<file path="config.mk">
export PLATFORM = sky130hd
export DESIGN_NAME = ets_phase_sweep_flat
export DESIGN_NICKNAME = d
export VERILOG_FILES = /design/src/rtl/ets_phase_sweep_if.sv /design/src/rtl/ets_phase_sweep.sv /design/src/flat_wrapper.sv
export SDC_FILE = /design/constraint.sdc
export NUM_CORES = 1
export LEC_CHECK = 0
export BUFFER_PORTS_ARGS = -buffer_cell sky130_fd_sc_hd__buf_2
export CORE_AREA = 2 2 59 84
export CTS_BUF_LIST = sky130_fd_sc_hd__clkbuf_16
export DETAILED_ROUTE_END_ITERATION = 8
export DIE_AREA = 0 0 61 86
export PLACE_DENSITY = 0.71
export SKIP_LAST_GASP = 1
export SYNTH_ARGS = -nofsm -noshare
export SYNTH_HDL_FRONTEND = slang
export SYNTH_SLANG_ARGS = --single-unit
</file>
<file path="constraint.sdc">
create_clock -name ps_clk -period 2.9 [get_ports ps_clk]
set_input_delay 0.87 -clock ps_clk [delete_from_list [all_inputs] [get_ports ps_clk]]
set_output_delay 0.87 -clock ps_clk [all_outputs]
set_load 0.05 [all_outputs]
</file>
<file path="src/rtl/ets_phase_sweep_if.sv">
// Record stream between the phase-sweep controller and the capture/DMA side.
//   m_valid  record valid (master -> slave)
//   m_ready  downstream accept (slave -> master)
//   m_step   phase index of the record
//   m_count  comparator hit count for that position
//   m_last   record belongs to the final phase position
interface ets_phase_sweep_if #(
  parameter int STEP_W = 9,
  parameter int CNT_W  = 9
);
  logic              m_valid;
  logic              m_ready;
  logic [STEP_W-1:0] m_step;
  logic [CNT_W-1:0]  m_count;
  logic              m_last;

  modport master (output m_valid, m_step, m_count, m_last, input m_ready);
  modport slave  (input m_valid, m_step, m_count, m_last, output m_ready);
endinterface

</file>
<file path="src/rtl/ets_phase_sweep.sv">
// Equivalent-time-sampling phase sweep controller.
// Steps the MMCM dynamic phase-shift port one fine step at a time; at each
// position it waits SETTLE_CYC cycles, counts cmp_data hits over ACC_LEN
// cycles and emits one (step, count) record on the rec stream.
//
// Ports:
//   ps_clk        sole clock (same clock as the MMCM phase-shift port)
//   free_run_rst  synchronous active-high reset
//   start/abort   one-cycle sweep start / stop requests
//   dir           shift direction sampled at start (1 = increment)
//   locked        MMCM lock
//   cmp_data      comparator sample, synchronous to ps_clk
//   ps_en/ps_incdec/ps_done  MMCM dynamic phase-shift handshake
//   rec           record stream (m_valid/m_ready/m_step/m_count/m_last)
//   busy          high outside IDLE
//   done          one-cycle pulse on normal sweep completion
//   err           sticky fault (timeout or lock loss), cleared by start
//
// Optional feature: define ETS_SWEEP_RETURN_EN to shift the MMCM back to its
// starting phase after the last record (RETURN state).
module ets_phase_sweep #(
  parameter int STEPS      = 448,
  parameter int SETTLE_CYC = 16,
  parameter int ACC_LEN    = 256,
  parameter int TIMEOUT    = 64,
  parameter int STEP_W     = 9,
  parameter int CNT_W      = 9
) (
  input  logic                     ps_clk,
  input  logic                     free_run_rst,
  input  logic                     start,
  input  logic                     abort,
  input  logic                     dir,
  input  logic                     locked,
  input  logic                     cmp_data,
  output logic                     ps_en,
  output logic                     ps_incdec,
  input  logic                     ps_done,
  ets_phase_sweep_if.master        rec,
  output logic                     busy,
  output logic                     done,
  output logic                     err
);

  localparam int CYC_MAX = (SETTLE_CYC > ACC_LEN)
                         ? ((SETTLE_CYC > TIMEOUT) ? SETTLE_CYC : TIMEOUT)
                         : ((ACC_LEN > TIMEOUT) ? ACC_LEN : TIMEOUT);
  localparam int CYC_W = $clog2(CYC_MAX + 1);

  localparam logic [STEP_W-1:0] LAST_STEP  = STEP_W'(STEPS - 1);
  localparam logic [CYC_W-1:0]  SETTLE_END = CYC_W'(SETTLE_CYC - 1);
  localparam logic [CYC_W-1:0]  ACC_END    = CYC_W'(ACC_LEN - 1);
  localparam logic [CYC_W-1:0]  TO_END     = CYC_W'(TIMEOUT - 1);

  typedef enum logic [3:0] {
    S_IDLE,
    S_WAIT_LOCK,
    S_SETTLE,
    S_ACC,
    S_OUT,
    S_SHIFT,
    S_WAIT_DONE,
`ifdef ETS_SWEEP_RETURN_EN
    S_RETURN,
`endif
    S_FIN,
    S_ERR
  } state_t;

  state_t              state, state_nxt;
  logic [STEP_W-1:0]   step;
  logic [CYC_W-1:0]    cyc;
  logic [CNT_W-1:0]    acc;
  logic                dir_q;
  logic                err_q;
  logic                abort_pend;

  logic                start_ok;
  logic                abort_now;
  logic                waiting;
  logic                set_err;
  logic                step_inc;

`ifdef ETS_SWEEP_RETURN_EN
  logic                ret_wait;
  logic [STEP_W-1:0]   rcnt;
  logic                ret_issue;
  logic                ret_step;
`endif

  assign start_ok  = (state == S_IDLE) && start && !abort;
  // An abort raised while a shift is outstanding is only acted on once the
  // MMCM reports completion (or times out).
  assign abort_now = abort || abort_pend;

`ifdef ETS_SWEEP_RETURN_EN
  assign waiting = (state == S_WAIT_DONE) || ((state == S_RETURN) && ret_wait);
`else
  assign waiting = (state == S_WAIT_DONE);
`endif

  always_ff @(posedge ps_clk) begin
    if (free_run_rst) begin
      state <= S_IDLE;
    end else begin
      state <= state_nxt;
    end
  end

  always_comb begin
    state_nxt = state;
    ps_en     = 1'b0;
    set_err   = 1'b0;
    step_inc  = 1'b0;
`ifdef ETS_SWEEP_RETURN_EN
    ret_issue = 1'b0;
    ret_step  = 1'b0;
`endif
    case (state)
      S_IDLE: begin
        if (start_ok) state_nxt = S_WAIT_LOCK;
      end
      S_WAIT_LOCK: begin
        if (abort)       state_nxt = S_IDLE;
        else if (locked) state_nxt = S_SETTLE;
      end
      S_SETTLE: begin
        if (abort) state_nxt = S_IDLE;
        else if (!locked) begin
          set_err   = 1'b1;
          state_nxt = S_ERR;
        end else if (cyc == SETTLE_END) state_nxt = S_ACC;
      end
      S_ACC: begin
        if (abort) state_nxt = S_IDLE;
        else if (!locked) begin
          set_err   = 1'b1;
          state_nxt = S_ERR;
        end else if (cyc == ACC_END) state_nxt = S_OUT;
      end
      S_OUT: begin
        if (abort) state_nxt = S_IDLE;
        else if (!locked) begin
          set_err   = 1'b1;
          state_nxt = S_ERR;
        end else if (rec.m_ready) begin
          if (step == LAST_STEP) begin
`ifdef ETS_SWEEP_RETURN_EN
            state_nxt = (STEPS > 1) ? S_RETURN : S_FIN;
`else
            state_nxt = S_FIN;
`endif
          end else begin
            state_nxt = S_SHIFT;
          end
        end
      end
      S_SHIFT: begin
        // ps_en is withheld when leaving on abort or lock loss so the MMCM is
        // never handed a shift the FSM will not wait for.
        if (abort) state_nxt = S_IDLE;
        else if (!locked) begin
          set_err   = 1'b1;
          state_nxt = S_ERR;
        end else begin
          ps_en     = 1'b1;
          state_nxt = S_WAIT_DONE;
        end
      end
      S_WAIT_DONE: begin
        if (!locked) begin
          set_err   = 1'b1;
          state_nxt = S_ERR;
        end else if (ps_done) begin
          if (abort_now) state_nxt = S_IDLE;
          else begin
            step_inc  = 1'b1;
            state_nxt = S_SETTLE;
          end
        end else if (cyc == TO_END) begin
          set_err   = 1'b1;
          state_nxt = S_ERR;
        end
      end
`ifdef ETS_SWEEP_RETURN_EN
      S_RETURN: begin
        // Alternates between issuing a reverse shift and waiting for it.
        if (!ret_wait) begin
          if (abort) state_nxt = S_IDLE;
          else begin
            ps_en     = 1'b1;
            ret_issue = 1'b1;
          end
        end else if (ps_done) begin
          if (abort_now)                         state_nxt = S_IDLE;
          else if (rcnt == LAST_STEP - 1'b1)     state_nxt = S_FIN;
          else                                   ret_step  = 1'b1;
        end else if (cyc == TO_END) begin
          set_err   = 1'b1;
          state_nxt = S_ERR;
        end
      end
`endif
      S_FIN:   state_nxt = S_IDLE;
      S_ERR:   state_nxt = S_IDLE;
      default: state_nxt = S_IDLE;
    endcase
  end

  always_ff @(posedge ps_clk) begin
    if (free_run_rst) begin
      step       <= '0;
      cyc        <= '0;
      acc        <= '0;
      dir_q      <= 1'b0;
      err_q      <= 1'b0;
      abort_pend <= 1'b0;
    end else begin
      // Shared cycle counter for settle, accumulate and timeout windows;
      // restarts on every state change and on every issued shift.
      if ((state_nxt != state) || ps_en) cyc <= '0;
      else                               cyc <= cyc + 1'b1;

      if ((state == S_SETTLE) && (state_nxt == S_ACC)) acc <= '0;
      else if (state == S_ACC)                          acc <= acc + CNT_W'(cmp_data);

      if (start_ok)      step <= '0;
      else if (step_inc) step <= step + 1'b1;

      if (start_ok) dir_q <= dir;

      if (start_ok)     err_q <= 1'b0;
      else if (set_err) err_q <= 1'b1;

      if (state_nxt == S_IDLE)    abort_pend <= 1'b0;
      else if (waiting && abort)  abort_pend <= 1'b1;
    end
  end

`ifdef ETS_SWEEP_RETURN_EN
  always_ff @(posedge ps_clk) begin
    if (free_run_rst) begin
      ret_wait <= 1'b0;
      rcnt     <= '0;
    end else if (state != S_RETURN) begin
      ret_wait <= 1'b0;
      rcnt     <= '0;
    end else begin
      if (ret_issue)     ret_wait <= 1'b1;
      else if (ret_step) ret_wait <= 1'b0;
      if (ret_step) rcnt <= rcnt + 1'b1;
    end
  end

  assign ps_incdec = dir_q ^ (state == S_RETURN);
`else
  assign ps_incdec = dir_q;
`endif

  assign rec.m_valid = (state == S_OUT);
  assign rec.m_step  = step;
  assign rec.m_count = acc;
  assign rec.m_last  = (state == S_OUT) && (step == LAST_STEP);
  assign busy        = (state != S_IDLE);
  assign done        = (state == S_FIN);
  // err rises in the same cycle the fault is detected, ahead of ERR.
  assign err         = err_q || set_err;

endmodule

</file>
<file path="src/flat_wrapper.sv">
// flat-port wrapper written by rule: the top's interface ports become plain ports
module ets_phase_sweep_flat 
#(
  parameter int STEPS      = 448,
  parameter int SETTLE_CYC = 16,
  parameter int ACC_LEN    = 256,
  parameter int TIMEOUT    = 64,
  parameter int STEP_W     = 9,
  parameter int CNT_W      = 9
)
  (ps_clk, free_run_rst, start, abort, dir, locked, cmp_data, ps_en, ps_incdec, ps_done, busy, done, err, rec_m_valid, rec_m_step, rec_m_count, rec_m_last, rec_m_ready);
  ets_phase_sweep_if #(.STEP_W(STEP_W), .CNT_W(CNT_W)) rec_i ();
  input  logic ps_clk;
  input  logic free_run_rst;
  input  logic start;
  input  logic abort;
  input  logic dir;
  input  logic locked;
  input  logic cmp_data;
  output logic ps_en;
  output logic ps_incdec;
  input  logic ps_done;
  output logic busy;
  output logic done;
  output logic err;
  output wire logic [$bits(rec_i.m_valid)-1:0] rec_m_valid;
  output wire logic [$bits(rec_i.m_step)-1:0] rec_m_step;
  output wire logic [$bits(rec_i.m_count)-1:0] rec_m_count;
  output wire logic [$bits(rec_i.m_last)-1:0] rec_m_last;
  input wire logic [$bits(rec_i.m_ready)-1:0] rec_m_ready;
  assign rec_m_valid = rec_i.m_valid;
  assign rec_m_step = rec_i.m_step;
  assign rec_m_count = rec_i.m_count;
  assign rec_m_last = rec_i.m_last;
  assign rec_i.m_ready = rec_m_ready;
  ets_phase_sweep #(.STEPS(STEPS), .SETTLE_CYC(SETTLE_CYC), .ACC_LEN(ACC_LEN), .TIMEOUT(TIMEOUT), .STEP_W(STEP_W), .CNT_W(CNT_W)) u_core (.ps_clk(ps_clk), .free_run_rst(free_run_rst), .start(start), .abort(abort), .dir(dir), .locked(locked), .cmp_data(cmp_data), .ps_en(ps_en), .ps_incdec(ps_incdec), .ps_done(ps_done), .rec(rec_i), .busy(busy), .done(done), .err(err));
endmodule
</file>
==> flow_summary.ini <==
[power_and_ir_drop]
ir_drop_mv = 0.347
power_density_nw_per_um2 = 447
p_leak_uw = 0.00101

[sta]
post-route-period-util = 0.975
relSlewSlack = 0.602
finalWorstPathRequiredPeriod_ns = 2.83
hold_viol = 0
drv_slew = 0
worst_pin_slew_ns = 0.597
fin_tns_setup_ns = 0
setup_violations = 0
rsz0062_at_grt = false
finalClockSkew_ns = 0.00275
fmax_mhz = 354
hold_ws_ns = 0.487

[placed_design]
hpwl_mm = 3.17
portBuffers = 33
place.gp.congestion = 0.821
placed_cells = 300

[drt]
via_per_inst = 5.27
wl_mm = 4.10
drt-initial-drc-count = 54
drt-pass1-iter-count = 4
vias = 1623
detail-route-antenna-nets = 0
wl_per_cell_um = 13.3
route.detailed.drc = 0

[setup_path]
cp_cell_sequence = buf_2 > or4b_4 > nor2_2 > buf_2
crit_buf_inv = 2
crit_cells = 4
cp_slowest_cell = or4b_4
crit_required_ns = 2.03
rr_worst_depth = 10
r2r-start = u_core.cyc[0]
worstPathMaxFanout = 6
slowest_delay_ns = 0.53
endpoint_kind = output pin
crit_end = ps_en
crit_arrival_ns = 1.96
reg2reg_to = u_core.cyc[6]
criticalPathCategory = primary input to output pin
cp_top_family = simple AND/OR/NAND/NOR gates
crit_top_cell = buf_2
cp-start-kind = primary input
r2r_setup_slack_ns = 0.28
startpoint = abort

[logic_synthesis]
avgSynthCellArea_um2 = 9.48
synth_area_um2 = 1960
netlist_top_cells_area = dfxtp_1, xor2_1, nor2_1, ha_1, mux2i_1
synth.largest_area_cell = dfxtp_1
synth-seq-cells = 34
synth_edf_count = 0
syn_nets = 221
yosysSeqAreaShare = 0.347
synth_flop_cell = dfxtp_1
yosysWarnings = 0
synth_cell_types = 54
synth_top_area_frac = 0.347
synth-async-reset-ratio = 0
synthCells = 207

[floorplan]
chipWidth_um = 61
dieArea_um2 = 5250
die_h_um = 86
core_area_um2 = 4460
initial_core_util = 0.440
rows = 29
ios = 34

[global_route]
gr-usage-met3 = 0.0422
groute.layer.met2.usage = 0.303
grt_use_met1 = 0.195
grt.total_usage = 0.177
grt_max_degree = 11
top_usage_layer = met2
grt_first_pass_wirelength_mm = 6.94
gr-total-overflow = 0
grt_antenna_before_repair = 0
first_global_vias = 1538

[layout]
final_cell_mix = dfxtp_1, buf_2, nor2_1
num_antenna_cells = 0
nNetsFinal = 259
fillCellCount = 435
area.growth.synth_to_final_pct = 18.9
final_cell_count_no_fill = 308
final_common_cell = dfxtp_1
drive_gt1_frac = 0.272

[clock_tree]
htreeDepth = 2
clock_latency_ns = 0.27
clock-sinks = 34
cts-root-buf = clkbuf_16
postCtsHoldBufs = 0
clk_path_buf_depth = 2
cts_resized = 0
numCtsBuffers = 5
cts_setup_buffers = 0
cts_tree = done
clkTransAtPathRegs_ns = 0.05

[hold_path]
hold_path.class = register to register

[status]
status = complete, no violations

[run]
cap_violations = 0
area by class of cell:
cell class                      count  area, um^2  share of cell area
Clock buffer                        5         125              0.0536
Clock inverter                      3        12.5             0.00536
Inverter                            4        15.0             0.00643
Multi-Input combinational cell    159        1200               0.513
Sequential cell                    34         681               0.292
Tap cell                           62        77.6              0.0332
Timing Repair Buffer               41         225              0.0965
Yosys cell counts, drive strengths merged, types with 2 or more instances:
master  number
nand3        4
a22oi        2
mux2i        6
or4          3
nor3        13
or3          3
o21ai        3
nand2       14
a21o         2
and4         4
and3         6
nor4bb       3
nand2b       2
xnor2        5
a21oi        5
nor2b        3
nor2        26
buf          8
nor3b        5
ha           5
nor4         3
clkbuf       2
xor2        14
dfxtp       34
nand4        8
or2          3
and4bb       2
inv          4
worst reg2reg max path, delay by kind of cell (launching register included):
family	cells	cell delay [ns]
flip-flops	1	0.37
AND/OR/NAND/NOR	6	1.25
AO/OA/AOI/OAI	2	0.50
adder cells (fa/ha/maj)	2	0.45
metal layers:
metal | part of all wire | wire length [um] | up-vias
li1 | - | - | 820
met1 | 0.41 | 1680 | 765
met2 | 0.54 | 2220 | 30
met3 | 0.023 | 96 | 8
met4 | 0.026 | 105 | 0
met5 | 0 | 0 | -
through the flow:
step | area [um^2] | worst slack, ns | utilization | power (uW)
floorplan | 1980 | 0.0557 | - | 541
global placement | 2200 | 0.0882 | 0.492 | 559
detailed placement | 2200 | 0.0800 | 0.492 | 560
CTS | 2330 | 0.0764 | 0.523 | 1060
global route | 2330 | 0.0416 | 0.523 | 1090
finish | 2330 | 0.0726 | 0.523 | 1040
logic make-up (layout without fill, tap and decap cells):
family,Yosys count,count (layout),synth area share
AOI/OAI and AO/OA,20,20,0.0969
xor gates and xnor gates,19,19,0.0848
adders and majority gates,5,5,0.0319
buffers and inverters,14,53,0.0510
DFF,34,34,0.347
muxes,7,7,0.0364
and+or+nand+nor,108,108,0.352
where the power goes:
group	internal [uW]	total, uW	switching, uW	leakage [uW]
Clock	310	494	184	0.0000724
Combinational	28.9	71.5	42.6	0.000668
Sequential	472	478	5.57	0.000274
how the worst min path moves through the flow:
stage                          start          endpoint  slack [ns]  cells past startpoint
floorplan              u_core.cyc[0]     u_core.cyc[0]        0.45                      1
global placement    u_core.ps_incdec  u_core.ps_incdec        0.47                      2
detailed placement  u_core.ps_incdec  u_core.ps_incdec        0.49                      2
CTS                    u_core.cyc[0]     u_core.cyc[0]        0.50                      1
global route           u_core.cyc[0]     u_core.cyc[0]        0.51                      1
finish              u_core.ps_incdec  u_core.ps_incdec        0.49                      2
registers in the layout (all words and copies together), names as in the netlist:
signal and flops:
u_core.abort_pend 1, u_core.cyc 9, u_core.ps_incdec 1, u_core.err_q 1, u_core.rec.m_step 9, u_core.rec.m_count 9
u_core.state 4
Note: power is estimated with default switching activity, not from simulation.
